**src/rtl/lfsr_pkg.sv**
```systemverilog
// lfsr_pkg: shared constants and types for the 4-bit PRBS (x^4+x^3+1) generator/checker pair.
//   LFSR_W       history/shift-register width
//   TAP_A/TAP_B  feedback taps: the next bit is hist[TAP_A] ^ hist[TAP_B]
//   chk_state_t  checker FSM states
package lfsr_pkg;

    localparam int LFSR_W = 4;
    localparam int TAP_A  = 4;
    localparam int TAP_B  = 3;

    typedef enum logic [1:0] {
        SEED,
        HUNT,
        LOCKED
    } chk_state_t;

endpackage

```
**src/rtl/prbs_predictor.sv**
```systemverilog
// prbs_predictor: 4-bit history register and next-bit predictor.
//   clk, rst   clock, async active-high reset (history cleared)
//   shift_en   shift one bit into the history this cycle
//   load_sel   0: shift in the received bit_in, 1: shift in pred (flywheel)
//   bit_in     received serial bit
//   pred       prediction for the bit about to arrive
//   hist_zero  history is all zeros (LFSR lock-up pattern)
module prbs_predictor
    import lfsr_pkg::*;
(
    input  logic clk,
    input  logic rst,
    input  logic shift_en,
    input  logic load_sel,
    input  logic bit_in,
    output logic pred,
    output logic hist_zero
);

    // hist[1] is the newest bit, hist[LFSR_W] the oldest
    logic [LFSR_W:1] hist;

    always_ff @(posedge clk or posedge rst) begin
        if (rst)
            hist <= '0;
        else if (shift_en)
            hist <= {hist[LFSR_W-1:1], (load_sel ? pred : bit_in)};
    end

    assign pred      = hist[TAP_A] ^ hist[TAP_B];
    assign hist_zero = (hist == '0);

endmodule

```
**config.mk**
```make
export PLATFORM = sky130hd
export DESIGN_NAME = prbs_predictor
export DESIGN_NICKNAME = d
export VERILOG_FILES = /design/src/rtl/lfsr_pkg.sv /design/src/rtl/prbs_predictor.sv
export SDC_FILE = /design/constraint.sdc
export NUM_CORES = 1
export LEC_CHECK = 0
export ABC_AREA = 1
export BUFFER_PORTS_ARGS = -buffer_cell sky130_fd_sc_hd__buf_2
export CAP_MARGIN = 30
export CORE_AREA = 2 2 39 41
export CTS_CLUSTER_DIAMETER = 50
export DETAILED_ROUTE_END_ITERATION = 6
export DIE_AREA = 0 0 41 43
export HOLD_SLACK_MARGIN = 0.08
export SYNTH_ARGS = -nofsm -noshare
export SYNTH_HDL_FRONTEND = slang
export SYNTH_SLANG_ARGS = --single-unit
```
**constraint.sdc**
```tcl
create_clock -name clk -period 1 [get_ports clk]
set_input_delay 0.1 -clock clk [delete_from_list [all_inputs] [get_ports clk]]
set_output_delay 0.1 -clock clk [all_outputs]
set_load 0.1 [all_outputs]
```
* After elaboration in Yosys (flattened, before gate mapping)
Index checks and enable logic that the tools add are counted.
** Word-level totals
- Register bits :: 4
- Word-level logic and storage cells :: 4
- Bits of input ports :: 5
- Output and inout bits :: 2
** Cells by class
- Reductions and logical operators :: 1
- Bitwise logic cells :: 1
- Multiplexer cells :: 1
** Operators with widths (count)
- $logic_not A4 Y1 :: 1
- $mux W1 :: 1
- $xor A1 B1 Y1 :: 1

* Longest topological paths before layout
- Word-level depth :: 2
- Gate-level depth with buffers :: 6
- Gate-level depth less buffers :: 6

* Worst setup path after synthesis
No wires, ideal clock.
- Path kind :: flip-flop to output port
- From :: register hist[3] in the netlist's numbering
- To :: output hist_zero
- Path buffers :: 0
- Arrival :: 2.739 ns
- Path slack :: -1.839 ns
- Stages on the path, launching flop included :: 4
- Data required time :: 0.900 ns
- Path through :: dfrtp_1 inv_1 ha_1 nor3b_1
** Between the ends
- Cells in the longest elaborated chain, start to end :: 1
** RTL lines
- start, declared :: RTL line prbs_predictor.sv:21 : logic [LFSR_W:1] hist;
- start signal, assigned :: RTL line prbs_predictor.sv:27 : hist <= {hist[LFSR_W-1:1], (load_sel ? pred : bit_in)};
- $logic_not A4 Y1 :: RTL line prbs_predictor.sv:31 : assign hist_zero = (hist == '0);
- end, declared :: RTL line prbs_predictor.sv:17 : output logic hist_zero
No other way between the ends.

* Worst setup path in the final report
Same ends and word-level chain as after synthesis.

==> impl_metrics.tcl <==
set metrics [dict create \
    finalSetupViolCount 3 \
    post-place-ws_ns -0.0818 \
    routability_cong 0.688 \
    drt_first_iter_violations 5 \
    route.final.wire_length_um 374 \
    timing.critical_path.slowest_cell_delay_ns 0.37 \
    seqPwrFrac_pct 25.4 \
    critical-path-top-delay-family "flip-flops" \
    drc_markers 0 \
    synth_seq_area_share_pct 51.3 \
    worst_ep_arrival_time_ns 1.19 \
    met2_length_um 150 \
    layout_commonest_cell "sky130_fd_sc_hd__nand2_1" \
    cts.htree.levels 1 \
    synthesis.area_per_instance_um2 7.81 \
    biggestRegsByFlops "hist: 4 flops" \
    violations "setup timing" \
    mappedNetlistArea_um2 195 \
    grt_first_pass_wirelength_um 648 \
    hold_depth 4 \
    timing.critical_path.fanout_max 2 \
    worst_hold_slack_ns 0.134 \
    floorplan.rows 14 \
    syn_inst 25 \
    fillCellCount 150 \
    via_count_of_the_first_global_routing_pass 176 \
    run_status "finished, violations left" \
    ys.warnings.count 0 \
    final_core_util_pct 25.3 \
    synth_fp_nets 31 \
    cp-start-kind "flop" \
    fin_crit_ns 1.29 \
    regMostFlops "hist" \
    die_area_um2 1760 \
    pwr-share-clk_pct 23.4 \
    design.core.area_um2 1380 \
    synth_seq_cells 4 \
    timing.setup.tns_ns -0.511 \
    route.detailed.vias_per_inst 3.49 \
    crit_type "flop to output port" \
    intPower_mw 0.510 \
    number_of_antenna_diodes 0 \
    worst_ir_drop_vdd_mv 1.02 \
    share_of_final_layout_standard_cells_stronger_than_drive_strength_1_pct 43.2 \
    worstSkewPairLatency_ns 0.23 \
    slew_headroom_pct 87.9 \
    report.final.slew_viol_count 0 \
    fin_worst_skew_ns 0.00665 \
    buffer_ports.inserted 6 \
    clk_pin_slew_ns 0.04 \
    layout.nets 45 \
    initial_core_util_pct 14.1 \
    worst_slew_pin_slew_ns 0.182 \
    clk_root_buffer_cell "sky130_fd_sc_hd__clkbuf_4" \
    dpl.hpwl_um 283 \
    reg2regPathDepth 7 \
    numClockSinks 4 \
    drtAntennaViolNets 0 \
    timing.critical_path.to_type "output port" \
    switching_fraction_of_total_power_pct 39.5 \
    yosysUniqueCellTypes 7 \
    max-clock-path-buffers 2 \
    crit_required_ns 0.90 \
    rsz0062_at_grt "yes" \
    final.period_utilization_pct 129 \
    holdCritPathClass "primary input to flop" \
    achievable-frequency_mhz 774 \
    detail_route.wirelength.met1_um 187 \
    global_route.usage.total_pct 6.05 \
    tritoncts.num_buffers 3 \
    p_comb_share_pct 51.1 \
    timing.critical_path.depth 4 \
    clock_tree_from_tritoncts "done" \
    aggregate_global_routing_overflow 0 \
    multiInputGateArea_um2 92.6 \
    num_vias 185 \
    final_power_mw 0.842 \
    met3RoutedLength_um 36 \
    critical_path.n_buffers_inverters 2 \
    largest_register_ffs 4 \
    horizontal_extent_of_the_die_um 41 \
    initial_antenna_violation_count 0 \
    pwr_density_cell_nw_per_um2 2400 \
    syn_to_final_growth_pct 79.5 \
    layout.cells.most_common_list "sky130_fd_sc_hd__nand2_1 (9), sky130_fd_sc_hd__inv_1 (4), sky130_fd_sc_hd__dfrtp_1 (4), sky130_fd_sc_hd__buf_2 (4)" \
    power.leakage_nw 0.183 \
    top_layer "met3" \
    grt_max_degree 8 \
    worst_slack_ns -0.291 \
    drt_pass_1_iters 2 \
    regArea_um2 100 \
    wl_per_cell_um 7.06 \
    total_switching_power_mw 0.332 \
    number_of_hold_violations_in_the_final_report 0 \
    max_cap_violations 0 \
    overall_die_height_um 43 \
    crit_path_top_delay_cell "sky130_fd_sc_hd__dfrtp_1" \
    io_pins 7 \
    timing.critical_path.cells "inv_2 -> ha_4 -> nor3b_4 -> buf_12" \
]
-- repair_timing --
action,in CTS,in global routing
endpoints found under the setup margin,2,3
hold buffers,1,0
setup buffers,1,1
endpoints found under the hold margin,4,0
resized for setup,2,0
pin swaps,1,0
-- power groups by stage --
stage | Sequential (mW) | Clock (mW) | Combinational (mW)
after floorplan | 0.212 | 0 | 0.283
after global placement | 0.215 | 0 | 0.389
after detailed placement | 0.215 | 0 | 0.389
after CTS | 0.214 | 0.209 | 0.424
after global routing | 0.216 | 0.220 | 0.458
final | 0.214 | 0.197 | 0.430
-- final cells by class --
type	instances	area share, %
repair buffers	9	25.4
multi-input cells	14	26.4
clock buffers	3	6.43
flip-flops and latches	4	28.6
well taps	16	5.71
inverters	7	7.50
-- Yosys cell counts --
| cell | number | area, um2 |
|---|---|---|
| sky130_fd_sc_hd__dfrtp_1 | 4 | 100 |
| sky130_fd_sc_hd__o21ai_0 | 2 | 10.0 |
| sky130_fd_sc_hd__nand2_1 | 9 | 33.8 |
| sky130_fd_sc_hd__ha_1 | 1 | 12.5 |
| sky130_fd_sc_hd__nand3_1 | 1 | 5.00 |
| sky130_fd_sc_hd__nor3b_1 | 1 | 7.51 |
| sky130_fd_sc_hd__inv_1 | 7 | 26.3 |
-- worst register-to-register path, stage by stage, from the launching register on --
cell and delay, ns:
sky130_fd_sc_hd__dfrtp_1 0.37, sky130_fd_sc_hd__inv_2 0.08, sky130_fd_sc_hd__ha_4 0.21, sky130_fd_sc_hd__buf_6 0.11, sky130_fd_sc_hd__inv_2 0.03, sky130_fd_sc_hd__nand2_1 0.04
sky130_fd_sc_hd__nand3_1 0.06, sky130_fd_sc_hd__nand2_1 0.04
-- per-layer routing --
metal	GRT usage, %	vias to the layer above
li1	-	97
met1	7.82	81
met2	6.56	7
met3	1.57	0
met4	8.00	0
met5	0	-
-- final timing paths --
check	from	to	slack (ns)
worst max register to register	hist[3]	hist[1]	-0.04
worst max-delay path	hist[3]	hist_zero	-0.29
worst min-delay path	load_sel	hist[1]	0.13
worst min register to register	hist[3]	hist[4]	0.51
min in group asynchronous	rst	hist[2]	0.30
max in group asynchronous	rst	hist[3]	0.54
-- metrics by stage --
step           instances  cell area [um2]
6_report              53              350
5_1_grt               53              350
4_1_cts               52              343
3_5_place_dp          47              299
3_3_place_gp          47              299
2_1_floorplan         25              219
-- logic make-up after synthesis --
family | Yosys count | synth area share, %
AND/OR/NAND/NOR | 11 | 23.7
AO/OA/AOI/OAI | 2 | 5.13
buffers and inverters | 7 | 13.5
flip-flops | 4 | 51.3
adder cells (fa/ha/maj) | 1 | 6.41
Note: power is estimated with default switching activity, not from simulation.
